==> src/rtl/axil_kg_regfile.sv <==
// axil_kg_regfile: AXI4-Lite slave register file for the Kugelblitz offload
// control values of one port. Four RW registers (ADDR, ADDR_VALID, DATA,
// DATA_VALID) drive the flat kg_* buses directly from flops.
//
// Optional build macro: AXIL_KG_REGFILE_ID_EN
//   defined   -> offset 0x10 reads the constant 32'h4B47_0001
//   undefined -> offset 0x10 is unmapped and reads 0
// Writes to 0x10 are always ignored. Every access responds OKAY.
module axil_kg_regfile #(
    parameter int DATA_WIDTH = 32,
    parameter int ADDR_WIDTH = 32,
    parameter int STRB_WIDTH = DATA_WIDTH / 8
) (
    input  logic                  clk,
    input  logic                  rst,

    input  logic [ADDR_WIDTH-1:0] s_axil_awaddr,
    input  logic [2:0]            s_axil_awprot,
    input  logic                  s_axil_awvalid,
    output logic                  s_axil_awready,
    input  logic [DATA_WIDTH-1:0] s_axil_wdata,
    input  logic [STRB_WIDTH-1:0] s_axil_wstrb,
    input  logic                  s_axil_wvalid,
    output logic                  s_axil_wready,
    output logic [1:0]            s_axil_bresp,
    output logic                  s_axil_bvalid,
    input  logic                  s_axil_bready,

    input  logic [ADDR_WIDTH-1:0] s_axil_araddr,
    input  logic [2:0]            s_axil_arprot,
    input  logic                  s_axil_arvalid,
    output logic                  s_axil_arready,
    output logic [DATA_WIDTH-1:0] s_axil_rdata,
    output logic [1:0]            s_axil_rresp,
    output logic                  s_axil_rvalid,
    input  logic                  s_axil_rready,

    output logic [DATA_WIDTH-1:0] kg_address,
    output logic [DATA_WIDTH-1:0] kg_address_valid,
    output logic [DATA_WIDTH-1:0] kg_data,
    output logic [DATA_WIDTH-1:0] kg_data_valid
);

    // Word offsets within the 256-byte aliased window.
    localparam logic [5:0] OFF_ADDR       = 6'h00;
    localparam logic [5:0] OFF_ADDR_VALID = 6'h01;
    localparam logic [5:0] OFF_DATA       = 6'h02;
    localparam logic [5:0] OFF_DATA_VALID = 6'h03;
`ifdef AXIL_KG_REGFILE_ID_EN
    localparam logic [5:0] OFF_ID         = 6'h04;
    localparam logic [DATA_WIDTH-1:0] ID_VALUE = DATA_WIDTH'(32'h4B47_0001);
`endif

    localparam int NUM_REGS = 4;

    logic [DATA_WIDTH-1:0] regs_q [NUM_REGS];
    logic [DATA_WIDTH-1:0] regs_d [NUM_REGS];
    logic                  bvalid_q;
    logic                  rvalid_q;
    logic [DATA_WIDTH-1:0] rdata_q;
    logic [DATA_WIDTH-1:0] rd_word;
    logic [5:0]            wr_off;
    logic [5:0]            rd_off;
    logic                  wr_fire;
    logic                  rd_fire;

    assign wr_off = s_axil_awaddr[7:2];
    assign rd_off = s_axil_araddr[7:2];

    // A write is taken only with address and data together and no response
    // outstanding; both readies pulse in that same cycle. Reset masks the
    // readies so nothing is acknowledged while the block is being cleared.
    assign wr_fire = s_axil_awvalid & s_axil_wvalid & ~bvalid_q & ~rst;
    assign rd_fire = s_axil_arvalid & ~rvalid_q & ~rst;

    assign s_axil_awready = wr_fire;
    assign s_axil_wready  = wr_fire;
    assign s_axil_arready = rd_fire;
    assign s_axil_bresp   = 2'b00;
    assign s_axil_rresp   = 2'b00;
    assign s_axil_bvalid  = bvalid_q;
    assign s_axil_rvalid  = rvalid_q;
    assign s_axil_rdata   = rdata_q;

    assign kg_address       = regs_q[0];
    assign kg_address_valid = regs_q[1];
    assign kg_data          = regs_q[2];
    assign kg_data_valid    = regs_q[3];

    // Next register values: byte-lane merge of the accepted write data.
    always_comb begin
        // NOTE: every output of an always_comb gets a default before any
        // conditional assignment, otherwise synthesis infers a latch.
        for (int i = 0; i < NUM_REGS; i++) begin
            regs_d[i] = regs_q[i];
        end
        if (wr_fire && (wr_off < 6'(NUM_REGS))) begin
            for (int i = 0; i < NUM_REGS; i++) begin
                if (wr_off == 6'(i)) begin
                    for (int b = 0; b < STRB_WIDTH; b++) begin
                        if (s_axil_wstrb[b]) begin
                            regs_d[i][8*b +: 8] = s_axil_wdata[8*b +: 8];
                        end
                    end
                end
            end
        end
    end

    // Read decode from the current (pre-write) register contents.
    always_comb begin
        rd_word = '0;
        case (rd_off)
            OFF_ADDR:       rd_word = regs_q[0];
            OFF_ADDR_VALID: rd_word = regs_q[1];
            OFF_DATA:       rd_word = regs_q[2];
            OFF_DATA_VALID: rd_word = regs_q[3];
`ifdef AXIL_KG_REGFILE_ID_EN
            OFF_ID:         rd_word = ID_VALUE;
`endif
            default:        rd_word = '0;
        endcase
    end

    // Register state plus write-response and read-data handshakes.
    always_ff @(posedge clk) begin
        // NOTE: sequential state uses non-blocking assignments only, so every
        // flop samples values from before this edge regardless of order.
        if (rst) begin
            // NOTE: this small array is plain flops, not a RAM macro, so it
            // can and must be cleared by reset like any other register.
            for (int i = 0; i < NUM_REGS; i++) begin
                regs_q[i] <= '0;
            end
            bvalid_q <= 1'b0;
            rvalid_q <= 1'b0;
            rdata_q  <= '0;
        end else begin
            for (int i = 0; i < NUM_REGS; i++) begin
                regs_q[i] <= regs_d[i];
            end

            if (wr_fire) begin
                bvalid_q <= 1'b1;
            end else if (bvalid_q && s_axil_bready) begin
                bvalid_q <= 1'b0;
            end

            if (rd_fire) begin
                rvalid_q <= 1'b1;
                rdata_q  <= rd_word;
            end else if (rvalid_q && s_axil_rready) begin
                rvalid_q <= 1'b0;
            end
        end
    end

    // Address bits outside the word offset and the prot fields carry no
    // meaning for this block.
    logic unused_inputs;
    assign unused_inputs = ^{s_axil_awprot, s_axil_arprot,
                             s_axil_awaddr[ADDR_WIDTH-1:8], s_axil_awaddr[1:0],
                             s_axil_araddr[ADDR_WIDTH-1:8], s_axil_araddr[1:0]};

endmodule

==> config.mk <==
export PLATFORM = sky130hd
export DESIGN_NAME = axil_kg_regfile
export DESIGN_NICKNAME = d
export VERILOG_FILES = /design/src/rtl/axil_kg_regfile.sv
export SDC_FILE = /design/constraint.sdc
export NUM_CORES = 1
export LEC_CHECK = 0
export BUFFER_PORTS_ARGS = -buffer_cell sky130_fd_sc_hd__buf_2
export CAP_MARGIN = 20
export CORE_UTILIZATION = 53
export CTS_CLUSTER_DIAMETER = 120
export CTS_CLUSTER_SIZE = 28
export DETAILED_ROUTE_END_ITERATION = 8
export GPL_ROUTABILITY_DRIVEN = 0
export GPL_TIMING_DRIVEN = 0
export PLACE_DENSITY = 0.86
export SETUP_SLACK_MARGIN = 0.15
export SLEW_MARGIN = 20
export SYNTH_ARGS = -nofsm -noshare
export SYNTH_HDL_FRONTEND = slang
export SYNTH_SLANG_ARGS = --single-unit
export TNS_END_PERCENT = 5
==> constraint.sdc <==
create_clock -name clk -period 3 [get_ports clk]
set_input_delay 0.15 -clock clk [delete_from_list [all_inputs] [get_ports clk]]
set_output_delay 0.15 -clock clk [all_outputs]
set_load 0.01 [all_outputs]
# Word-level counts from Yosys, hierarchy flattened
# Memory sizes are Yosys's and may differ from the RTL's.
# Cells that the tools add are included.
# Widths: inputs -> output; s select.
classes:
  magnitude_cmp: 1
  n_bitwise: 12
  reduce_logical: 7
  n_eq_ne: 6
  n_mux: 33
ops:
  columns: ["op", "count"]
  rows:
  - ["$mux 32", 8]
  - ["$mux 128", 1]
  - ["$mux 8", 16]
  - ["$pmux 32 s4", 1]
  - ["$eq 6x2->1 const B", 4]
  - ["$eq 6x1->1 const B", 2]
  - ["$logic_not 6->1", 2]
  - ["$mux 1", 7]
  - ["$lt 6x3->1 const B", 1]
  - ["$and 1x1->1", 5]
  - ["$or 1x1->1", 4]
  - ["$reduce_bool 2->1", 2]
  - ["$logic_and 1x1->1", 3]
  - ["$not 1->1", 3]
word_totals:
  out_inout_bits: 169
  in_bits: 113
  wordCells: 63
  regBits: 34
  mem_bits_rw: 128
  n_memories: 1
mem_list:
  columns: ["memory", "depth", "word_bits", "read_ports", "rd_clocked_by_memory_dff", "wr", "line_no", "source"]
  rows:
  - ["regs_q", 4, 32, 4, 0, 4, "56", "logic [DATA_WIDTH-1:0] regs_q [NUM_REGS];"]

# Longest topological paths before layout
depth:
  depth_word: 6
  mapped_depth: 5
  ltp_nobuf: 3

# Worst setup path after synthesis
# Ideal clock, no wire load.
synth_path:
  kind: "reg-to-reg"
  from: "reg bvalid_q (netlist: s_axil_bvalid)"
  to: "mem regs_q[1][0]"
  arrival_ns: 1.445
  required_time_ns: 2.877
  path_buffers: 2
  setup_slack_ns: 1.432
  stages_incl_launch_ff: 6
  period_less_slack_ns: 1.568
  setup_time_ns: 0.123
  path_cell_list: "dfxtp_1 -> and4bb_2 -> buf_4 -> buf_4 -> nand4_4 -> mux2i_1"
synth_lines:
  columns: ["element", "line_no", "source"]
  rows:
  - ["start, declared", "58", "logic bvalid_q;"]
  - ["start signal, assigned", "135", "bvalid_q <= 1'b0;"]
  - ["start signal, assigned", "144", "bvalid_q <= 1'b1;"]
  - ["start signal, assigned", "146", "bvalid_q <= 1'b0;"]
  - ["end, declared", "56", null]

# Worst setup path in the final report
layout_path:
  from: "reg bvalid_q (netlist: s_axil_bvalid)"
  to: "out s_axil_wready"
layout_between:
  elab_chain_cells: 3
layout_lines:
  columns: ["element", "line_no", "source"]
  rows:
  - ["$not 1->1", "73", "assign wr_fire = s_axil_awvalid & s_axil_wvalid & ~bvalid_q & ~rst;"]
  - ["$and 1x1->1 (2 in series)", "73", null]
  - ["end, declared", "24", "output logic s_axil_wready,"]
# Every way passes these cells.

==> results.json <==
{
  "status": "finished clean",
  "fin_crit_sh": 0.6666,
  "p_leak_nw": 4.867,
  "port_buffers": 217,
  "slowest_stage": "dfxtp_1",
  "syn_inst": 590,
  "antenna_found_initial": 3,
  "vias": 5530,
  "clock_sinks": 162,
  "worst_ep_arrival_time_ns": 1.85,
  "ys_ff_latch": 162,
  "clk_pin_slew_ns": 0.06,
  "crit_chain": "and4bb_2 -> buf_4 -> buf_4 -> buf_4 -> buf_2",
  "critical_path_depth": 5,
  "coreArea_sq_um": 13190,
  "rr_endpoint": "s_axil_rdata[30]$_SDFFE_PP0P_",
  "wl_um": 20480,
  "synth_warnings": 0,
  "cts-root-buf": "clkbuf_16",
  "cts_buffer_depth": 2,
  "slowest_delay_ns": 0.32,
  "post-place-ws_ns": 1.138,
  "worst_slack_ns": 1.000,
  "grt_pass1_wl_um": 31570,
  "crit_path_end_kind": "output port",
  "max_freq_mhz": 500.1,
  "r2r_cells": 5,
  "drv_slew": 0,
  "ctsResizeCount": 0,
  "path_class": "reg -> out",
  "skew_ns": 0.005909,
  "cap_violations": 0,
  "grt_max_degree": 17,
  "avgRoutedWirePerCell_um": 20.14,
  "cts_buffers": 17,
  "vdd_drop_max_mv": 0.3723,
  "fin_crit_ns": 2.000,
  "critPathLaunchType": "register",
  "hp-class": "in -> reg",
  "syn_avg_cell_area_sq_um": 12.12,
  "crit_path_frequent_cell": "buf_4",
  "postCtsSetupRepairBufs": 0,
  "holdPathStages": 3,
  "drive_above_1_share": 0.3750,
  "die_height_um": 118.2,
  "final_cell_mix": "buf_2, nand2b_1, dfxtp_1, mux2i_1",
  "rr_startpoint": "s_axil_rvalid$_SDFFE_PP0P_",
  "fp.dieArea_sq_um": 13960,
  "dp_hpwl_um": 14440,
  "setup_viol": 0,
  "final_nets": 942,
  "fin_tns_setup_ns": 0,
  "grt_overflow": 0,
  "worstSkewPairLatency_ns": 0.43,
  "drtPass1Iterations": 4,
  "io_pins": 282,
  "cts_tree": "built",
  "ys_seq_area_frac": 0.4535,
  "hold_end": "s_axil_rvalid$_SDFFE_PP0P_",
  "vias_per_cell": 5.438,
  "synth_area_sq_um": 7151,
  "crit_required_ns": 2.85,
  "min_from": "s_axil_rready",
  "cp_top_family": "buffers and inverters",
  "power.density_nw_per_um2": 522.6,
  "crit_path_max_fanout": 11,
  "worst_pin_slew_ns": 0.8113,
  "die_w_um": 118.2,
  "num_rows": 42,
  "htree_num_levels": 4,
  "netlist-cell-type-count": 22,
  "rsz0062_at_grt": "no",
  "hold_buffers": 0,
  "antenna_left": 0,
  "ff2ff_setup_slack_ns": 1.15,
  "post-route-drc-count": 0,
  "start_util": 0.5421,
  "max-slew-margin-rel": 0.4591,
  "grt_pass1_vias": 5645,
  "final_common_cell": "buf_2",
  "cp_num_buf_inv": 4,
  "grt_usage": 0.3030,
  "area_growth_pct": 27.26,
  "finalHoldViolCount": 0,
  "first_iter_violations": 350,
  "p_total_mw": 4.756
}
==> per-layer routing <==
| layer | up-vias | part of all wire | routed length (um) | track usage |
|---|---|---|---|---|
| met5 | - | 0.00039 | 8 | 0 |
| met4 | 2 | 0.016 | 330 | 0.09696 |
| met3 | 31 | 0.065 | 1335 | 0.06998 |
| met2 | 219 | 0.49 | 10140 | 0.5143 |
| met1 | 2707 | 0.42 | 8670 | 0.3800 |
| li1 | 2571 | - | - | - |
==> registers in the layout, summed over array words and instances, names as in the netlist <==
name	cells
s_axil_rvalid	1
s_axil_rdata	32
s_axil_bvalid	1
regs_q	128
==> final cells by class <==
cell class | instances | area (sq um)
well taps | 176 | 220.2
diodes | 1 | 2.502
repair buffers | 217 | 1086
multi-input cells | 387 | 3699
fillers | 1012 | 4090
flip-flops and latches | 162 | 3243
plain buffers | 44 | 220.2
clock inverters | 11 | 186.4
clock buffers | 19 | 442.9
==> worst max path at each step <==
stage,from,slack (ns),end
after detailed placement,s_axil_awaddr[7],1.14,regs_q[0][19]$_SDFFE_PP0P_
final,s_axil_bvalid$_SDFFE_PP0P_,1.00,s_axil_wready
after global placement,s_axil_awaddr[7],1.16,regs_q[3][19]$_SDFFE_PP0P_
after CTS,s_axil_bvalid$_SDFFE_PP0P_,0.99,s_axil_wready
after global routing,s_axil_bvalid$_SDFFE_PP0P_,0.95,s_axil_wready
after floorplan,s_axil_bvalid$_SDFFE_PP0P_,1.43,regs_q[1][0]$_SDFFE_PP0P_
==> report_power, final <==
group          switching, mW  leakage (nW)  total (mW)  internal (mW)
Sequential           0.00193          1.30        2.16           2.15
Combinational          0.162          3.25       0.269          0.107
Clock                  0.847         0.308        2.33           1.48
==> per-stage QoR <==
stage               utilization  hold slack (ns)  cell area (sq um)  std cells
finish                   0.6899          0.01518               9100       1017
global route             0.6899          0.02645               9100       1017
CTS                      0.6897         0.005897               9097       1016
detailed placement       0.6420           0.4531               8468        986
global placement         0.6420           0.4233               8468        986
floorplan                     -           0.3318               7162        593
==> cells in the mapped netlist <==
master	number	share of area
and4bb_2	1	0.0017
nor2_1	3	0.0016
nor2b_1	3	0.0026
nand2b_1	162	0.14
clkbuf_1	25	0.013
buf_1	1	0.00052
buf_12	1	0.0028
buf_4	7	0.0073
a21oi_1	1	0.00070
nor4_4	1	0.0030
mux4_2	32	0.10
mux2i_1	128	0.18
a21o_1	1	0.0011
nand4_2	6	0.010
dfxtp_1	162	0.45
or4_1	1	0.0011
conb_1	1	0.00052
nand4_4	10	0.030
a22o_1	32	0.039
buf_2	10	0.0070
nor3_2	1	0.0014
and2_1	1	0.00088
==> logic make-up (layout without fill, tap and decap cells) <==
group / count (synthesis) / in the layout / share of synthesized area
DFF: 162 / 162 / 0.4535
muxes: 160 / 160 / 0.2800
AOI/OAI and AO/OA: 34 / 34 / 0.04094
other: 1 / 5 / 0.0005244
and+or+nand+nor: 189 / 189 / 0.1942
buffers and inverters: 44 / 291 / 0.03080
==> worst min-delay path, delay by kind of cell <==
kind                   cells  cell delay (ns)
buffers and inverters      1             0.07
and+or+nand+nor            1             0.10
AOI/OAI and AO/OA          1             0.07
No activity file was read; power rests on OpenSTA's default activity.
